File: src/rtl/mode_cycler.sv
// mode_cycler: per-channel press-to-advance mode counters with optional
// radio-button exclusivity and idle auto-off; all outputs registered.
module mode_cycler #(
  parameter int  CHANNELS        = 4,
  parameter int  MODES           = 2,
  parameter int  EXCLUSIVE       = 0,
  parameter int  AUTO_OFF_CYCLES = 0,
  localparam int MW              = $clog2(MODES)
) (
  input  logic                   clk,
  input  logic                   rst,
  input  logic [CHANNELS-1:0]    in,
  input  logic [CHANNELS-1:0]    clr,
  output logic [CHANNELS*MW-1:0] mode,
  output logic [CHANNELS-1:0]    en,
  output logic [CHANNELS-1:0]    changed
);
  logic [CHANNELS-1:0] in_hist_q;
  logic [CHANNELS-1:0] rise;
  logic [CHANNELS-1:0] press_nz;
  logic [CHANNELS-1:0] win_oh;
  logic [CHANNELS-1:0] kill;
  logic [CHANNELS-1:0] expire;
  logic [CHANNELS-1:0] en_q;
  logic [CHANNELS-1:0] changed_q;
  logic [MW-1:0]       mode_q [CHANNELS];
  logic [MW-1:0]       mode_d [CHANNELS];
  logic [MW-1:0]       inc    [CHANNELS];

  // History resets to all ones so a button held across reset release is ignored.
  always_ff @(posedge clk or posedge rst) begin
    if (rst) in_hist_q <= '1;
    else     in_hist_q <= in;
  end

  assign rise = in & ~in_hist_q;

  always_comb begin
    press_nz = '0;
    for (int i = 0; i < CHANNELS; i++) begin
      inc[i]      = (mode_q[i] == MW'(MODES - 1)) ? '0 : mode_q[i] + MW'(1);
      press_nz[i] = rise[i] & ~clr[i] & (inc[i] != '0);
    end
  end

  // Lowest-index nonzero-landing press wins; a wrapping press kills nobody.
  assign win_oh = press_nz & (~press_nz + CHANNELS'(1));
  assign kill   = (EXCLUSIVE != 0 && |press_nz) ? ~win_oh : '0;

  if (AUTO_OFF_CYCLES > 0) begin : g_timer
    logic [31:0] idle_q [CHANNELS];
    logic [31:0] idle_d [CHANNELS];

    always_comb begin
      expire = '0;
      for (int i = 0; i < CHANNELS; i++) begin
        expire[i] = (mode_q[i] != '0) && (idle_q[i] == 32'(AUTO_OFF_CYCLES - 1));
        if (rise[i] || clr[i] || mode_q[i] == '0 || expire[i]) idle_d[i] = '0;
        else                                                  idle_d[i] = idle_q[i] + 32'd1;
      end
    end

    always_ff @(posedge clk or posedge rst) begin
      if (rst) begin
        for (int i = 0; i < CHANNELS; i++) idle_q[i] <= '0;
      end else begin
        for (int i = 0; i < CHANNELS; i++) idle_q[i] <= idle_d[i];
      end
    end
  end else begin : g_no_timer
    assign expire = '0;
  end

  always_comb begin
    for (int i = 0; i < CHANNELS; i++) begin
      if (clr[i])         mode_d[i] = '0;
      else if (kill[i])   mode_d[i] = '0;
      else if (rise[i])   mode_d[i] = inc[i];
      else if (expire[i]) mode_d[i] = '0;
      else                mode_d[i] = mode_q[i];
    end
  end

  always_ff @(posedge clk or posedge rst) begin
    if (rst) begin
      for (int i = 0; i < CHANNELS; i++) mode_q[i] <= '0;
      en_q      <= '0;
      changed_q <= '0;
    end else begin
      for (int i = 0; i < CHANNELS; i++) begin
        mode_q[i]    <= mode_d[i];
        en_q[i]      <= (mode_d[i] != '0);
        changed_q[i] <= (mode_d[i] != mode_q[i]);
      end
    end
  end

  always_comb begin
    mode = '0;
    for (int i = 0; i < CHANNELS; i++) mode[i*MW +: MW] = mode_q[i];
  end

  assign en      = en_q;
  assign changed = changed_q;
endmodule

File: config.mk
export PLATFORM = sky130hd
export DESIGN_NAME = mode_cycler
export DESIGN_NICKNAME = d
export VERILOG_FILES = /design/src/rtl/mode_cycler.sv
export SDC_FILE = /design/constraint.sdc
export NUM_CORES = 1
export LEC_CHECK = 0
export BUFFER_PORTS_ARGS = -buffer_cell sky130_fd_sc_hd__buf_4
export CAP_MARGIN = 5
export CORE_AREA = 2 2 39 41
export CTS_BUF_LIST = sky130_fd_sc_hd__clkbuf_4
export CTS_CLUSTER_SIZE = 12
export DETAILED_ROUTE_END_ITERATION = 8
export DIE_AREA = 0 0 41 43
export PLACE_DENSITY_LB_ADDON = 0.25
export SLEW_MARGIN = 20
export SYNTH_ARGS = -nofsm -noshare
export SYNTH_HDL_FRONTEND = slang
export SYNTH_SLANG_ARGS = --single-unit
File: constraint.sdc
create_clock -name clk -period 2.31 [get_ports clk]
set_input_delay 0.1155 -clock clk [delete_from_list [all_inputs] [get_ports clk]]
set_output_delay 0.1155 -clock clk [all_outputs]
set_load 0.01 [all_outputs]
==> flow_summary.ini <==
[run_status]
status = finished clean

[routing]
vias = 348
drc = 0
dr.pass1.iters = 3
drtIter0Drc = 1
finalWirelength_um = 894
ant_nets = 0
avgViaCountPerCell = 4.405
wire_per_inst_um = 11.32

[clocking]
ctsResizeCount = 0
cts_sinks = 12
cts_buffers = 3
clk_latency_ns = 0.26
cts_setup_buffers = 0
cts_buffer_depth = 2
clk_pin_slew_ns = 0.08
cts.htree.levels = 1
cts_tree = done
clockRootBuffer = clkbuf_4

[synth]
synth-seq-area-share_pct = 56.61
synth.most_common_cell = dfrtp_1
synthArstFlopShare_pct = 100.0
synthSimpleGateAreaFrac_pct = 17.63
synth_compound_area_share_pct = 0
synth_nets = 47
synth_edf_count = 0
synth_area_sq_um = 539.3
synth_top_area_share_pct = 37.12
ys.flop_type = dfrtp_1
post_synth_fa_ha_maj_area_fraction_pct = 0
synth_top_cell_by_area = dfrtp_1
synthDistinctLibCells = 9
synth-seq-cells = 12
yosys_warnings = 0
synth_xor_xnor_area_share_pct = 0
synthCells = 37
synth.avg_cell_area_sq_um = 14.57
synth_top_family_by_area = multiplexers
synth_top_cells_by_area = dfrtp_1 (37%), dfstp_2 (19%), mux2_4 (11%)
muxShareOfSynthArea_pct = 19.49

[cells_and_area]
nFillCells = 117
area_growth_syn_to_layout_pct = 41.53
multi_input_area_sq_um = 200.2
drive_gt1_share_pct = 63.49
seq_area_sq_um = 305.3
antenna_cells = 0
final_cell_area_sq_um = 763.2
fin_nets = 74

[worst_hold_path]
worstHoldStart = clr[0]
min_to = changed[0]
hold_depth = 2
min_path_type = in -> reg

[timing]
fin_crit_sh_pct = 45.39
final-max-slew-violation-count = 0
hold_viol = 0
tns_ns = 0
setup_violations = 0
rsz0062_at_grt = false
hold-worst-slack_ns = 0.1117
period_minus_slack_ns = 1.048
worst_pin_slew_ns = 0.4495
relSlewSlack_pct = 70.00
fin_skew_ns = 0.002752
fmax_mhz = 953.8

[setup_path]
cp.required_ns = 2.46
critPathArrivalTime_ns = 1.20
setup.worst_path.start_class = input pin
timing.rr.start = in_hist_q[1]
cp_top_family = buffers and inverters
worstReg2RegEnd = en[1]
crit_fanout = 2
slowest_stage = dlygate4sd3_1
worst_setup_path_end_kind = register
crit_path_cell_trace = dlygate4sd3_1 -> buf_4 -> nor2b_4 -> mux2_4
rrSetupSlack_ns = 1.33
crit_type = in -> reg
path_buf_inv = 2
cpPeakStageDelay_ns = 0.54
rr_worst_depth = 2

[global_route]
grt_pass1_vias = 352
grt_max_degree = 13
grt-ovfl-total = 0
antenna_found_initial = 0
grt_pass1_wl_um = 1490
track_usage_pct = 12.64

[floorplan]
dieHeight_um = 43
die_w_um = 41
coreArea_sq_mm = 0.001384
ios = 22
rows = 14
start_util_pct = 38.97
dieArea_sq_mm = 0.001763

[placed_design]
dpl_cell_area_sq_um = 686.9
globalplace.congestion = 0.5681
hpwl_um = 657.3
io_buffers = 21

[power_and_ir_drop]
vdd_drop_max_v = 0.0003570
cellLeakagePower_nw = 0.3901
power.density_mw_per_mm2 = 596.8

[run]
max_cap_violations = 0
[cell families (layout without fill, tap and decap cells)]
| group | count (synthesis) | count (layout) |
|---|---|---|
| buffers and inverters | 5 | 31 |
| AND/OR/NAND/NOR | 12 | 12 |
| multiplexers | 8 | 8 |
| flip-flops | 12 | 12 |
[per-stage QoR]
step	total power, W	cells	utilization (%)	setup WS [ns]
5_1_grt	0.0004819	79	55.15	1.237
3_5_place_dp	0.0003247	70	49.64	1.331
6_report	0.0004555	79	55.15	1.262
2_1_floorplan	0.0002874	37	-	1.350
3_3_place_gp	0.0003230	70	49.64	1.344
4_1_cts	0.0004654	79	55.15	1.272
[state kept, by name (all words and copies together) (netlist names)]
register / count
in_hist_q: 4
en: 4
changed: 4
[how the worst max path moves through the flow]
stage | startpoint | endpoint | slack [ns] | cells after the start
6_report | in[0] | en[0] | 1.26 | 4
5_1_grt | in[3] | en[3] | 1.24 | 4
4_1_cts | in[1] | en[1] | 1.27 | 4
3_5_place_dp | in_hist_q[1] | en[1] | 1.33 | 2
3_3_place_gp | in_hist_q[0] | en[0] | 1.34 | 2
2_1_floorplan | in_hist_q[0] | en[0] | 1.35 | 2
[where the power goes]
| group | switching, W | leakage, nW | internal, W |
|---|---|---|---|
| registers | 0.0000107 | 0.147 | 0.000227 |
| logic | 0.0000317 | 0.227 | 0.0000566 |
| clock network | 0.0000667 | 0.0154 | 0.0000624 |
| total | 0.000109 | 0.390 | 0.000346 |
[per-layer routing]
layer,part of all wire [%],GRT usage [%],wire [um],vias to the layer above
met5,0,0,0,-
met1,41,16.55,370,166
li1,-,-,-,168
met4,0,6.000,0,0
met3,8.7,3.141,78,0
met2,50,18.75,445,14
[what timing repair did]
item,CTS,global route
setup endpoints to repair,0,0
hold buffers,5,0
hold endpoints to repair,12,0
[final cells by class]
class | instances | share of cell area (%)
multi-input cells | 20 | 26.23
clock buffers | 3 | 2.951
well taps | 16 | 2.623
flip-flops and latches | 12 | 40.00
repair buffers | 26 | 27.21
clock inverters | 1 | 0.4918
inverters | 1 | 0.4918
[cells in the final DEF, fill, tap and decap left out]
master,Yosys,final
dlygate4sd3_1,0,5
dfrtp_1,8,8
mux2_4,4,4
clkbuf_4,0,3
nor2b_1,4,4
dfstp_2,4,4
nor2b_4,4,4
mux2_2,4,4
inv_1,1,1
buf_4,4,21
clkinv_1,0,1
nor2_1,4,4
(Power assumes the default switching activity.)
